--- config.mk ---
export PLATFORM = sky130hd
export DESIGN_NAME = ldpc_phase_scheduler
export DESIGN_NICKNAME = d
export VERILOG_FILES = /design/src/rtl/ldpc_phase_scheduler.sv
export SDC_FILE = /design/constraint.sdc
export NUM_CORES = 1
export LEC_CHECK = 0
export ABC_AREA = 1
export CAP_MARGIN = 20
export CORE_MARGIN = 8
export CORE_UTILIZATION = 50
export CTS_CLUSTER_DIAMETER = 200
export CTS_CLUSTER_SIZE = 14
export DETAILED_ROUTE_END_ITERATION = 16
export DONT_BUFFER_PORTS = 1
export PLACE_DENSITY = 0.66
export SETUP_SLACK_MARGIN = 0.5
export SYNTH_ARGS = -nofsm -noshare
export SYNTH_HDL_FRONTEND = slang
export SYNTH_SLANG_ARGS = --single-unit
--- constraint.sdc ---
create_clock -name clk -period 2.21 [get_ports clk]
set_input_delay 0.5525 -clock clk [delete_from_list [all_inputs] [get_ports clk]]
set_output_delay 0.5525 -clock clk [all_outputs]
set_load 0.05 [all_outputs]
--- src/rtl/ldpc_phase_scheduler.sv ---
// LDPC phase scheduler: sequences CNU/VNU phases and drives the shared read/write address streams and the ping-pong bank select.
// Define LDPC_SCHED_EARLY_TERM_EN to finish a frame early when parity_ok is high in the last VNU drain cycle.
module ldpc_phase_scheduler #(
  parameter int ADDR_WIDTH = 5,
  parameter int DEPTH      = 32,
  parameter int COUNT_FROM = 0,
  parameter int CNU_DELAY  = 5,
  parameter int VNU_DELAY  = 3,
  parameter int MAX_ITER   = 18,
  parameter int ITER_W     = 6
) (
  input  logic                  clk,
  input  logic                  reset,
  input  logic                  start,
  output logic                  start_ready,
  output logic                  enable_cnu,
  output logic                  vnu_en,
  output logic [ADDR_WIDTH-1:0] read_add,
  output logic                  read_valid,
  output logic [ADDR_WIDTH-1:0] write_add,
  output logic                  write_valid,
  output logic                  rs,
  output logic [ITER_W-1:0]     itr_count,
  output logic                  busy,
  output logic                  done,
  input  logic                  parity_ok
);

  localparam int MAX_DELAY = (CNU_DELAY > VNU_DELAY) ? CNU_DELAY : VNU_DELAY;
  localparam int CNT_SPAN  = (DEPTH > MAX_DELAY) ? DEPTH : MAX_DELAY;
  localparam int CNT_W     = (CNT_SPAN > 1) ? $clog2(CNT_SPAN) : 1;

  localparam logic [CNT_W-1:0]      DEPTH_LAST = CNT_W'(DEPTH - 1);
  localparam logic [CNT_W-1:0]      CNU_LAST   = CNT_W'(CNU_DELAY - 1);
  localparam logic [CNT_W-1:0]      VNU_LAST   = CNT_W'(VNU_DELAY - 1);
  localparam logic [ITER_W-1:0]     ITER_LAST  = ITER_W'(MAX_ITER - 1);
  localparam logic [ADDR_WIDTH-1:0] ADDR_BASE  = ADDR_WIDTH'(COUNT_FROM);

  typedef enum logic [2:0] {
    IDLE,
    CNU_RD,
    CNU_DRN,
    VNU_RD,
    VNU_DRN,
    FINISH
  } state_t;

  state_t            state_q, state_d;
  logic [CNT_W-1:0]  cnt_q, cnt_d;
  logic [ITER_W-1:0] itr_q, itr_d;
  logic              rs_q, rs_d;
  logic              early_term;
  logic              phase_entry;

  logic [ADDR_WIDTH-1:0] dly_add_q [MAX_DELAY];
  logic [MAX_DELAY-1:0]  dly_vld_q;

`ifdef LDPC_SCHED_EARLY_TERM_EN
  assign early_term = parity_ok;
`else
  logic parity_unused;
  assign parity_unused = parity_ok;
  assign early_term    = 1'b0;
`endif

  // NOTE: every variable gets a default before the case so no path leaves one unassigned and infers a latch.
  always_comb begin
    state_d = state_q;
    cnt_d   = cnt_q;
    itr_d   = itr_q;
    rs_d    = rs_q;
    case (state_q)
      IDLE: begin
        if (start) begin
          state_d = CNU_RD;
          cnt_d   = '0;
          itr_d   = '0;
        end
      end
      CNU_RD: begin
        if (cnt_q == DEPTH_LAST) begin
          state_d = CNU_DRN;
          cnt_d   = '0;
        end else begin
          cnt_d = cnt_q + CNT_W'(1);
        end
      end
      CNU_DRN: begin
        if (cnt_q == CNU_LAST) begin
          state_d = VNU_RD;
          cnt_d   = '0;
        end else begin
          cnt_d = cnt_q + CNT_W'(1);
        end
      end
      VNU_RD: begin
        if (cnt_q == DEPTH_LAST) begin
          state_d = VNU_DRN;
          cnt_d   = '0;
        end else begin
          cnt_d = cnt_q + CNT_W'(1);
        end
      end
      VNU_DRN: begin
        if (cnt_q == VNU_LAST) begin
          cnt_d = '0;
          itr_d = itr_q + ITER_W'(1);
          // The iteration completing now is the last one when the pre-increment count is MAX_ITER-1.
          if ((itr_q == ITER_LAST) || early_term) begin
            state_d = FINISH;
            rs_d    = ~rs_q;
          end else begin
            state_d = CNU_RD;
          end
        end else begin
          cnt_d = cnt_q + CNT_W'(1);
        end
      end
      FINISH:  state_d = IDLE;
      default: state_d = IDLE;
    endcase
  end

  // NOTE: state registers use non-blocking assignments so every flop samples pre-edge values, whatever the statement order.
  always_ff @(posedge clk) begin
    if (reset) begin
      state_q <= IDLE;
      cnt_q   <= '0;
      itr_q   <= '0;
      rs_q    <= 1'b0;
    end else begin
      state_q <= state_d;
      cnt_q   <= cnt_d;
      itr_q   <= itr_d;
      rs_q    <= rs_d;
    end
  end

  assign start_ready = (state_q == IDLE);
  assign enable_cnu  = (state_q == CNU_RD) || (state_q == CNU_DRN);
  assign vnu_en      = (state_q == VNU_RD) || (state_q == VNU_DRN);
  assign busy        = enable_cnu || vnu_en;
  assign done        = (state_q == FINISH);
  assign read_valid  = (state_q == CNU_RD) || (state_q == VNU_RD);
  assign read_add    = ADDR_BASE + ADDR_WIDTH'(cnt_q);
  assign rs          = rs_q;
  assign itr_count   = itr_q;

  // Stale valids from the previous phase would leak through a longer tap, so the line is flushed on every phase entry.
  assign phase_entry = (state_d != state_q) && ((state_d == CNU_RD) || (state_d == VNU_RD));

  // NOTE: the delay line is small and its contents are visible on write_add, so it is reset rather than left unknown.
  always_ff @(posedge clk) begin
    if (reset) begin
      for (int i = 0; i < MAX_DELAY; i++) dly_add_q[i] <= ADDR_BASE;
      dly_vld_q <= '0;
    end else begin
      dly_add_q[0] <= read_add;
      for (int i = 1; i < MAX_DELAY; i++) dly_add_q[i] <= dly_add_q[i-1];
      if (phase_entry) dly_vld_q <= '0;
      else             dly_vld_q <= (dly_vld_q << 1) | MAX_DELAY'(read_valid);
    end
  end

  assign write_add   = vnu_en ? dly_add_q[VNU_DELAY-1] : dly_add_q[CNU_DELAY-1];
  assign write_valid = busy && (vnu_en ? dly_vld_q[VNU_DELAY-1] : dly_vld_q[CNU_DELAY-1]);

endmodule

Word level (Yosys, flattened, before mapping)
Memories as Yosys holds them, arrays and structs flattened.
Index checks and enable logic that the tools add are counted.
{"block": "totals", "latchBits": 0, "ramBits": 25, "mem_count": 1, "rom_bits": 0, "in_bits": 4, "output_inout_bits": 24, "wordCells": 69, "ff_bits": 20}
{"memory": "dly_add_q", "words": 5, "width": 5, "rd": 5, "rd_ports_with_merged_regs": 0, "wr": 5, "line_no": "55", "text": "logic [ADDR_WIDTH-1:0] dly_add_q [MAX_DELAY];"}
{"block": "classes", "n_eq_ne": 14, "bitwise": 7, "magnitude_cmp": 0, "n_reduce_logical": 15, "n_mux": 25, "div_mod_pow": 0, "n_shift": 0, "mul": 0, "add_sub_neg": 2}
{"cell": "5-bit two-way mux", "n": 10}
{"cell": "5-bit case mux with 4 select lines", "n": 1}
{"cell": "3-bit two-way mux", "n": 6}
{"cell": "3-bit case mux with 5 select lines", "n": 1}
{"cell": "6-bit two-way mux", "n": 2}
{"cell": "6-bit case mux with 2 select lines", "n": 1}
{"cell": "3-bit by 2-bit == test with 1-bit output (second input constant)", "n": 3}
{"cell": "6-bit by 1-bit adder with 6-bit output (second input constant)", "n": 1}
{"cell": "3-bit by 1-bit == test with 1-bit output (second input constant)", "n": 2}
{"cell": "3-bit == test (second input constant)", "n": 2}
{"cell": "6-bit by 5-bit == test with 1-bit output (second input constant)", "n": 1}
{"cell": "3-bit AND reduction", "n": 2}
{"cell": "5-bit by 1-bit adder with 5-bit output (second input constant)", "n": 1}
{"cell": "5-bit by 2-bit == test with 1-bit output (second input constant)", "n": 1}
{"cell": "5-bit by 3-bit == test with 1-bit output (second input constant)", "n": 1}
{"cell": "5-bit == test (second input constant)", "n": 1}
{"cell": "1-bit logical OR", "n": 5}
{"cell": "1-bit bitwise OR", "n": 5}
{"cell": "5-bit by 1-bit bitwise OR with 5-bit output", "n": 1}
{"cell": "1-bit two-way mux", "n": 4}
{"cell": "2-bit != test (second input constant)", "n": 2}
{"cell": "4-bit nonzero test", "n": 1}
{"cell": "2-bit OR reduction", "n": 2}
{"cell": "3-bit logical NOT", "n": 1}
{"cell": "5 further kinds", "n": 6}

Logic depth before layout (Yosys ltp)
{"block": "depth", "depth_word": 8, "depth_mapped": 12, "ltp_nobuf": 12}

Worst setup path before layout
OpenSTA, ideal clock, no wires.
{"block": "synth_timing", "path_kind": "flip-flop to output port", "startpoint": "register state_q[0]", "endpoint": "output write_valid", "arrival_ns": 2.376, "path_stages_with_launch": 7, "required_ns": 1.657, "slack_ns": -0.719, "path_cell_list": "dfxtp_1 > inv_2 > nor2_2 > nand2_1 > nand2_1 > a21oi_1 > a21oi_1"}
{"block": "synth_via", "elab_chain_cells": 4, "elab_cells_between_ends": 9, "cone_classes": "eq/ne (4); mux (1); reduce/logical (4)"}
{"item": "start, declared", "line_no": "48", "text": "state_t state_q, state_d;"}
{"item": "start signal, assigned", "line_no": "132", "text": "state_q <= state_d;"}
{"item": "3-bit by 1-bit == test with 1-bit output / 3-bit by 2-bit == test with 1-bit output (equally long branches)", "line_no": "140", "text": "assign enable_cnu = (state_q == CNU_RD) || (state_q == CNU_DRN);"}
{"item": "1-bit logical OR *", "line_no": "140"}
{"item": "net enable_cnu", "line_no": "16", "text": "output logic enable_cnu,"}
{"item": "1-bit logical OR *", "line_no": "142", "text": "assign busy = enable_cnu || vnu_en;"}
{"item": "1-bit logical AND *", "line_no": "166", "text": "assign write_valid = busy && (vnu_en ? dly_vld_q[VNU_DELAY-1] : dly_vld_q[CNU_DELAY-1]);"}
{"item": "end, declared", "line_no": "21", "text": "output logic write_valid,"}
Mark *: on every way through the listed nets, which the timed path passes. The rest lies on a longest branch.

Final worst setup path
Same ends and word-level chain as after synthesis.

==> flow_metrics.py <==
metrics = {
    "run_status": {
        "status": "finished clean",
    },
    "critical_path": {
        "crit_fanout": 4,
        "worst_ep_arrival_time_ns": 1.52,
        "rrSetupSlack_ns": 0.53,
        "start_kind": "register",
        "r2r-end": "dly_vld_q[2]$_SDFF_PP0_",
        "r2r_start": "state_q[0]$_SDFF_PP0_",
        "critPathKind": "register to output port",
        "cp-end-kind": "output port",
        "cp.required_ns": 1.66,
        "ff2ff_path_depth": 13,
    },
    "pwr": {
        "p_int_mw": 1.203,
        "p_sw_mw": 0.4085,
        "leakage_nw": 1.026,
        "pwr-share-seq_pct": 51.6,
        "p_comb_share_pct": 11.5,
        "p_sw_share_pct": 25.35,
        "power_density_mw_per_mm2": 634.8,
        "ir_worst_vdd_v": 0.0004624,
        "power_frac_clock_pct": 36.8,
    },
    "finish": {
        "fin_nets": 290,
        "drive_gt1_share_pct": 32.38,
        "diodes": 0,
        "fillers": 270,
        "syn_to_final_growth_pct": 34.64,
        "ff_latch_area_um2": 918.4,
        "finalInstanceArea_mm2": 0.002539,
        "multiInputGateArea_um2": 997.2,
    },
    "global_route": {
        "grt_pass1_wl_um": 6568,
        "antenna_found_initial": 0,
        "first_global_vias": 1419,
        "grt_max_degree": 33,
        "groute.usage.overall_pct": 13.45,
        "grt_overflow": 0,
    },
    "logic_synthesis": {
        "syn_inst": 249,
        "synth_nets": 259,
        "synth_seq_cells": 45,
        "synth_most_common_cell": "nor2_1",
        "ys_warn_count": 0,
        "synthArstFlopShare_pct": 0,
        "ys_seq_area_share_pct": 47.78,
        "yosys.cell_types.count": 25,
        "synth_top_area_share_pct": 47.78,
        "synth_area_mm2": 0.001886,
        "ys_top_cells_by_count": "nor2_1 (48), dfxtp_1 (45), inv_1 (45)",
        "avgSynthCellArea_um2": 7.573,
        "ys.flop_type": "dfxtp_1",
        "synth_area_leaders": "dfxtp_1 (48%), nor2_1 (9.6%), inv_1 (9.0%)",
        "synth_edf_count": 0,
        "yosys.area.top_type": "dfxtp_1",
    },
    "sta": {
        "clock_skew_ns": 0.003788,
        "final_max_slew_viol_count": 0,
        "finalSetupTns_ns": 0,
        "fin_crit_ns": 2.077,
        "fmax_mhz": 481.5,
        "tightestPinTransition_ns": 0.5344,
        "period_share_pct": 93.98,
        "rsz0062_at_grt": "yes",
        "slew_headroom_pct": 64.32,
        "final-setup-viol-count": 0,
        "finalHoldViolCount": 0,
    },
    "clocking": {
        "cts_buffers": 5,
        "cts_tree": "done",
        "cts_buffer_depth": 2,
        "clk_pin_slew_ns": 0.08,
        "clk_latency_ns": 0.29,
        "cts_num_sinks": 45,
        "root_buffer": "clkbuf_8",
        "cts.htree.levels": 2,
    },
    "place": {
        "portBuffers": 0,
        "hpwl_um": 2555,
        "place_congestion": 0.8180,
        "placed_area_mm2": 0.002163,
    },
    "worst_hold_path": {
        "min_to": "cnt_q[1]$_SDFFE_PP0P_",
        "holdCritStartpoint": "reset",
        "hold_class": "primary input to register",
        "hold_path_depth": 1,
    },
    "routing": {
        "route.detailed.drc": 0,
        "viasPerCell": 4.787,
        "first_pass_iters": 4,
        "drt_iter0_drc": 79,
        "vias": 1575,
        "post_drt_wl_per_cell_um": 12.40,
        "postRouteAntennaNets": 0,
        "wl_um": 4080,
    },
    "floorplanning": {
        "start_util_pct": 51.89,
        "io_pins": 28,
        "core_area_mm2": 0.003633,
        "die_height_um": 77.41,
        "fp.dieArea_mm2": 0.005992,
        "die_x_um": 77.41,
        "core.rowCount": 22,
    },
    "run": {
        "drv_cap": 0,
    },
}
==> critical path, stage by stage, from the launching register on <==
cell     delay, ns
dfxtp_4       0.42
inv_6         0.06
nor2_4        0.13
nand2_4       0.09
nand2_8       0.12
a21oi_4       0.08
a21oi_4       0.32
==> cells by family (layout without fill, tap and decap cells) <==
logic type	Yosys count	in the layout	share of synthesized area, %
AND/OR/NAND/NOR	115	115	28.60
buffers and inverters	53	85	10.62
flip-flops	45	45	47.78
AO/OA/AOI/OAI	28	28	8.095
adder cells (fa/ha/maj)	6	6	3.981
XOR/XNOR	2	2	0.9292
==> worst max path at each step <==
stage | startpoint | endpoint | cells past startpoint
finish | state_q[0]$_SDFF_PP0_ | write_valid | 6
global route | state_q[0]$_SDFF_PP0_ | write_valid | 6
CTS | state_q[0]$_SDFF_PP0_ | write_valid | 6
detailed placement | state_q[2]$_SDFF_PP0_ | write_valid | 5
global placement | state_q[2]$_SDFF_PP0_ | write_valid | 5
floorplan | state_q[0]$_SDFF_PP0_ | write_valid | 6
==> through the flow <==
step / util [%] / setup WS [ns] / hold slack (ns) / power (mW) / std cells
global route: 69.87 / 0.1032 / 0.3033 / 1.673 / 329
detailed placement: 59.54 / 0.2430 / 0.3950 / 1.002 / 307
finish: 69.87 / 0.1330 / 0.3140 / 1.612 / 329
global placement: 59.54 / 0.2624 / 0.3884 / 1.001 / 307
CTS: 67.91 / 0.1671 / 0.3005 / 1.608 / 327
floorplan: - / 0.2602 / 0.3883 / 0.9808 / 249
==> power by group through the flow <==
stage	combinational [mW]	clock (mW)	sequential [mW]
3_3_place_gp	0.150	0	0.851
2_1_floorplan	0.111	0	0.870
6_report	0.185	0.594	0.832
5_1_grt	0.198	0.641	0.834
4_1_cts	0.167	0.612	0.830
3_5_place_dp	0.151	0	0.851
==> final cells by class <==
type	instances	area share [%]
Inverter	50	7.984
Clock buffer	7	4.239
Timing Repair Buffer	26	9.414
Sequential cell	45	36.18
Tap cell	48	2.366
Clock inverter	1	0.2957
Multi-Input combinational cell	151	39.28
Timing Repair inverter	1	0.2464
==> registers in the layout, summed over array words and instances (netlist names) <==
| register | count |
|---|---|
| state_q | 3 |
| rs | 1 |
| cnt_q | 5 |
| dly_add_q | 25 |
| dly_vld_q | 5 |
| itr_count | 6 |
==> layer usage <==
metal	wire, um	vias to the layer above	track usage, %	part of all wire [%]
met1	1772	718	15.21	43
met4	86	0	7.358	2.1
met5	0	-	0	0
met2	1961	35	21.74	48
met3	259	7	4.724	6.3
li1	-	815	-	-
==> repair_timing <==
action | in CTS | in global routing
pin swaps | 9 | 5
buffers inserted | 11 | 2
setup endpoints to repair | 17 | 16
hold buffers | 0 | 0
gates resized for setup | 22 | 14
cloned | 1 | 0
==> layout by cell type, fill, tap and decap left out, types with 6 or more instances in the layout <==
master / Yosys / final
a21oi_1: 11 / 9
buf_4: 0 / 20
clkbuf_8: 0 / 6
dfxtp_1: 45 / 39
inv_1: 45 / 42
nand2_1: 30 / 25
nand2_2: 7 / 6
nand3_1: 8 / 6
nor2_1: 48 / 48
nor2_2: 11 / 7
nor2_4: 2 / 6
o21ai_0: 11 / 6
Note: power is estimated with default switching activity, not from simulation.
